**config.mk**
```make
export PLATFORM = sky130hd
export DESIGN_NAME = fft_frame_loader_flat
export DESIGN_NICKNAME = d
export VERILOG_FILES = /design/src/rtl/fft_frame_loader_if.sv /design/src/rtl/fft_frame_loader.sv /design/src/flat_wrapper.sv
export SDC_FILE = /design/constraint.sdc
export NUM_CORES = 2
export LEC_CHECK = 0
export CAP_MARGIN = 20
export CORE_AREA = 2 2 420 422
export CTS_BUF_LIST = sky130_fd_sc_hd__clkbuf_2 sky130_fd_sc_hd__clkbuf_4 sky130_fd_sc_hd__clkbuf_8
export CTS_CLUSTER_DIAMETER = 40
export CTS_CLUSTER_SIZE = 12
export DETAILED_ROUTE_END_ITERATION = 12
export DIE_AREA = 0 0 422 424
export PLACE_DENSITY = 0.84
export SETUP_SLACK_MARGIN = 0.4
export SKIP_CTS_REPAIR_TIMING = 1
export SYNTH_ARGS = -nofsm -noshare
export SYNTH_HDL_FRONTEND = slang
export SYNTH_SLANG_ARGS = --single-unit
```
**constraint.sdc**
```tcl
create_clock -name clk -period 3.6 [get_ports clk]
set_input_delay 0.54 -clock clk [delete_from_list [all_inputs] [get_ports clk]]
set_output_delay 0.54 -clock clk [all_outputs]
set_load 0.02 [all_outputs]
```
**src/rtl/fft_frame_loader_if.sv**
```systemverilog
// rtl/fft_frame_loader_if.sv - sample stream and frame handshake bundle for fft_frame_loader
interface fft_frame_loader_if #(
    parameter int DATA_W = 32,
    parameter int N      = 32,
    parameter int LOG2N  = 5
);
    logic                  s_valid;
    logic [DATA_W-1:0]     s_data;
    logic                  s_last;
    logic                  s_ready;
    logic                  frame_valid;
    logic [N*DATA_W-1:0]   frame_data;
    logic                  frame_ack;
    logic                  frame_err;
    logic [LOG2N-1:0]      wr_idx;

    modport slave (
        input  s_valid, s_data, s_last, frame_ack,
        output s_ready, frame_valid, frame_data, frame_err, wr_idx
    );

    modport master (
        output s_valid, s_data, s_last, frame_ack,
        input  s_ready, frame_valid, frame_data, frame_err, wr_idx
    );
endinterface

```
**src/rtl/fft_frame_loader.sv**
```systemverilog
// rtl/fft_frame_loader.sv - ping-pong frame assembler feeding the parallel FFT input bus
module fft_frame_loader #(
    parameter int DATA_W = 32,
    parameter int N      = 32,
    parameter int LOG2N  = 5
) (
    input  logic              clk,
    input  logic              rst_n,
    fft_frame_loader_if.slave bus
);
    localparam logic [LOG2N-1:0] LAST_IDX = LOG2N'(N - 1);

    logic [DATA_W-1:0]   r_bank [2][N];
    logic [1:0]          r_full;
    logic                r_wr_bank;
    logic                r_rd_bank;
    logic [LOG2N-1:0]    r_wr_cnt;
    logic                r_err;

    logic                w_accept;
    logic                w_take;
    logic                w_at_last;
    logic                w_early;
    logic [N*DATA_W-1:0] w_frame;

    // s_ready depends only on state so a sender may wait on it before raising s_valid
    assign bus.s_ready     = ~r_full[r_wr_bank];
    assign bus.frame_valid = r_full[r_rd_bank];
    assign bus.frame_err   = r_err;
    assign bus.wr_idx      = r_wr_cnt;
    assign bus.frame_data  = w_frame;

    assign w_accept  = bus.s_valid & ~r_full[r_wr_bank];
    assign w_take    = r_full[r_rd_bank] & bus.frame_ack;
    assign w_at_last = (r_wr_cnt == LAST_IDX);
    assign w_early   = bus.s_last & ~w_at_last;

    always_comb begin
        w_frame = '0;
        for (int i = 0; i < N; i++) begin
            w_frame[i*DATA_W +: DATA_W] = r_bank[r_rd_bank][i];
        end
    end

    always_ff @(posedge clk or negedge rst_n) begin
        if (!rst_n) begin
            for (int b = 0; b < 2; b++) begin
                for (int i = 0; i < N; i++) begin
                    r_bank[b][i] <= '0;
                end
            end
            r_full    <= '0;
            r_wr_bank <= 1'b0;
            r_rd_bank <= 1'b0;
            r_wr_cnt  <= '0;
            r_err     <= 1'b0;
        end else begin
            // Either an early or a missing s_last flags a misaligned frame
            r_err <= w_accept & (bus.s_last ^ w_at_last);

            if (w_take) begin
                r_full[r_rd_bank] <= 1'b0;
                r_rd_bank         <= ~r_rd_bank;
            end

            // The write bank is never full, so it can never collide with the bank being taken
            if (w_accept) begin
                if (w_early) begin
                    r_wr_cnt <= '0;
                end else begin
                    r_bank[r_wr_bank][r_wr_cnt] <= bus.s_data;
                    if (w_at_last) begin
                        r_full[r_wr_bank] <= 1'b1;
                        r_wr_bank         <= ~r_wr_bank;
                        r_wr_cnt          <= '0;
                    end else begin
                        r_wr_cnt <= r_wr_cnt + 1'b1;
                    end
                end
            end
        end
    end
endmodule

```
**src/flat_wrapper.sv**
```systemverilog
// flat-port wrapper written by rule: the top's interface ports become plain ports
module fft_frame_loader_flat 
#(
    parameter int DATA_W = 32,
    parameter int N      = 32,
    parameter int LOG2N  = 5
)
  (clk, rst_n, bus_s_valid, bus_s_data, bus_s_last, bus_frame_ack, bus_s_ready, bus_frame_valid, bus_frame_data, bus_frame_err, bus_wr_idx);
  fft_frame_loader_if #(.DATA_W(DATA_W), .N(N), .LOG2N(LOG2N)) bus_i ();
  input  logic clk;
  input  logic rst_n;
  input wire logic [$bits(bus_i.s_valid)-1:0] bus_s_valid;
  input wire logic [$bits(bus_i.s_data)-1:0] bus_s_data;
  input wire logic [$bits(bus_i.s_last)-1:0] bus_s_last;
  input wire logic [$bits(bus_i.frame_ack)-1:0] bus_frame_ack;
  output wire logic [$bits(bus_i.s_ready)-1:0] bus_s_ready;
  output wire logic [$bits(bus_i.frame_valid)-1:0] bus_frame_valid;
  output wire logic [$bits(bus_i.frame_data)-1:0] bus_frame_data;
  output wire logic [$bits(bus_i.frame_err)-1:0] bus_frame_err;
  output wire logic [$bits(bus_i.wr_idx)-1:0] bus_wr_idx;
  assign bus_i.s_valid = bus_s_valid;
  assign bus_i.s_data = bus_s_data;
  assign bus_i.s_last = bus_s_last;
  assign bus_i.frame_ack = bus_frame_ack;
  assign bus_s_ready = bus_i.s_ready;
  assign bus_frame_valid = bus_i.frame_valid;
  assign bus_frame_data = bus_i.frame_data;
  assign bus_frame_err = bus_i.frame_err;
  assign bus_wr_idx = bus_i.wr_idx;
  fft_frame_loader #(.DATA_W(DATA_W), .N(N), .LOG2N(LOG2N)) u_core (.clk(clk), .rst_n(rst_n), .bus(bus_i));
endmodule
```
==> flow_summary.toml <==
[power]
leakagePower_nw = 66.87
p_per_area_mw_per_mm2 = 464.8
ir_worst_vdd_mv = 0.4048

[route]
wl_um = 280100
vias = 54780
drc = 0
dr.pass1.iters = 7
drtIter0Drc = 3568
wire_per_inst_um = 29.77
via_per_inst = 5.822
postRouteAntennaNets = 0

[critical_path]
critPathCapture = "bus_frame_data[607]"
crit_path_start = "u_core.r_rd_bank"
startpoint_type = "flop"
cp_data_arrival_time_ns = 3.03
r2r_slack_ns = 0.09
ff2ff_path_depth = 9
end_kind = "output pin"
worstSetupPathType = "reg -> out"
required_ns = 3.06
cp_max_fo = 12
r2r_end = "u_core.r_bank[277]"
r2r_start = "u_core.bus.wr_idx[1]"

[final_layout]
nFillCells = 12070
area_growth_pct = 25.65
final_cells = 9409
final_layout_size_suffix_gt1_share_pct = 55.44
num-nets-final = 6909
fin_util_pct = 64.08
fin_area_mm2 = 0.1121

[cts]
clock_sinks = 2058
ctsRootBufferMaster = "clkbuf_8"
cts_max_level = 5
cts-buffers-inserted = 293
cts_tree = "done"
clk_path_buf_depth = 4
clk_pin_slew_ns = 0.08
clk_latency_ns = 1.05

[yosys]
synthArstFlopShare_pct = 100.0
synth_cells = 5807
synthTopCellsByCount = "mux2_2, dfrtp_1, clkbuf_1, buf_2, buf_1"
ys_seq_elements = 2058
yosys_warnings = 0
synthTopCellsByArea = "dfrtp_1, mux2_2, clkbuf_1, buf_2, mux2_1"
synth_most_common_cell = "mux2_2"
yosysSeqAreaShare_pct = 57.72
syn_area_per_cell_um2 = 15.37
ys_types = 36
yosys.area.top_type = "dfrtp_1"
synth_edf_count = 0
synth_area_mm2 = 0.08923
ys.flop_type = "dfrtp_1"
synth_top_area_share_pct = 57.72
syn-num-nets = 5852

[timing]
post-route-period-util_pct = 99.03
grt_setup_unrepaired = "true"
skew_ns = 0.06445
tns_ns = 0
period_needed_ns = 3.565
finalSetupViolCount = 0
relSlewSlack_pct = 22.67
hold_violations = 0
worstMarginPinSlew_ns = 1.160
maxSlewViolCount = 0
timing.fmax_ghz = 0.2805

[worst_hold_path]
hp-class = "in -> async"

[floorplanning]
initial_core_util_pct = 51.00
coreArea_mm2 = 0.1750
row_count = 154
die_x_um = 422
pin_count = 1069
dieArea_mm2 = 0.1789
die-height_um = 424

[placed_design]
hpwlAfterDp_um = 178100
dp.cells = 8872
place_congestion = 0.8390
port_buffers = 1068
place_area_mm2 = 0.1034

[status]
status = "finished, final reports clean"

[job]
max-cap-violations = 0

[global_routing]
grt_pass1_vias = 58290
grtUsageTotal_pct = 30.08
grt_pass1_wl_um = 395700
antenna_found_initial = 13
grt_max_degree = 119
grt-ovfl-total = 0
==> layout by cell type (no fill, tap or decap), drive strengths merged, types with 6 or more instances in the layout <==
master	netlist	layout
diode	0	6
dlymetal6s2s	0	677
mux2	3073	3073
nor3b	7	7
clkinvlp	0	31
clkinv	0	52
bufinv	0	27
clkbuf	342	388
inv	5	38
ha	8	8
nand3	54	54
dfrtp	2058	2058
buf	213	284
clkdlybuf4s50	0	316
==> layer usage <==
metal,GRT usage (%),vias up,routed length (um)
li1,-,22810,-
met1,35.96,29220,107300
met2,47.30,2005,131000
met3,8.082,734,19890
met4,21.37,2,21850
met5,0,-,9
==> cell type report <==
cell class / count / area [um2] / share of cell area, %
Inverter: 5 / 18.77 / 0.01674
Multi-Input combinational cell: 3190 / 35760 / 31.89
Tap cell: 2340 / 2928 / 2.611
Clock buffer: 351 / 4656 / 4.153
Antenna cell: 6 / 15.01 / 0.01339
Sequential cell: 2058 / 51500 / 45.94
Clock inverter: 143 / 1688 / 1.505
Timing Repair Buffer: 1316 / 15550 / 13.87
==> how the worst min path moves through the flow <==
stage                        from                   end  slack [ns]  cells after the start
4_1_cts                     rst_n   u_core.r_bank[1241]       -0.57                      1
6_report                    rst_n    u_core.r_bank[217]        0.09                      2
2_1_floorplan               rst_n  u_core.bus.frame_err        0.24                      0
3_3_place_gp   u_core.r_bank[149]    u_core.r_bank[149]        0.46                      1
3_5_place_dp   u_core.r_bank[149]    u_core.r_bank[149]        0.47                      1
5_1_grt            bus_s_data[30]   u_core.r_bank[2046]        0.03                      2
==> metrics by stage <==
step | hold WS, ns | power, mW | setup slack (ns)
3_5_place_dp | 0.4684 | 32.30 | 0.1973
5_1_grt | 0.03248 | 53.86 | -0.04971
4_1_cts | -0.5699 | 52.51 | -0.5035
3_3_place_gp | 0.4623 | 32.09 | 0.2524
2_1_floorplan | 0.2444 | 28.39 | 0.5989
6_report | 0.09387 | 52.11 | 0.03478
==> cell families after synthesis <==
logic type / share of synthesized area [%]
AO/OA/AOI/OAI: 0.08555
flip-flops: 57.72
adder cells (fa/ha/maj): 0.1122
multiplexers: 38.80
XOR/XNOR: 0.009818
buffers and inverters: 2.580
AND/OR/NAND/NOR: 0.6899
==> report_power, final <==
part | internal [mW] | switching (mW) | total, mW
combinational | 3.14 | 4.07 | 7.20
sequential | 24.1 | 0.487 | 24.6
clock | 10.8 | 9.56 | 20.3
total | 38.0 | 14.1 | 52.1
==> critical path, stage by stage (launching register included) <==
cell and delay, ns:
dfrtp_4 0.45, buf_12 0.20, buf_4 0.16, buf_16 0.17, mux2_2 0.36, clkdlybuf4s50_1 0.63
==> sequential cells by signal (all words and copies together) (netlist names) <==
register              flops
u_core.bus.frame_err      1
u_core.r_rd_bank          1
u_core.r_bank          2048
u_core.bus.wr_idx         5
u_core.r_full             2
u_core.r_wr_bank          1
No activity file was read; power rests on OpenSTA's default activity.
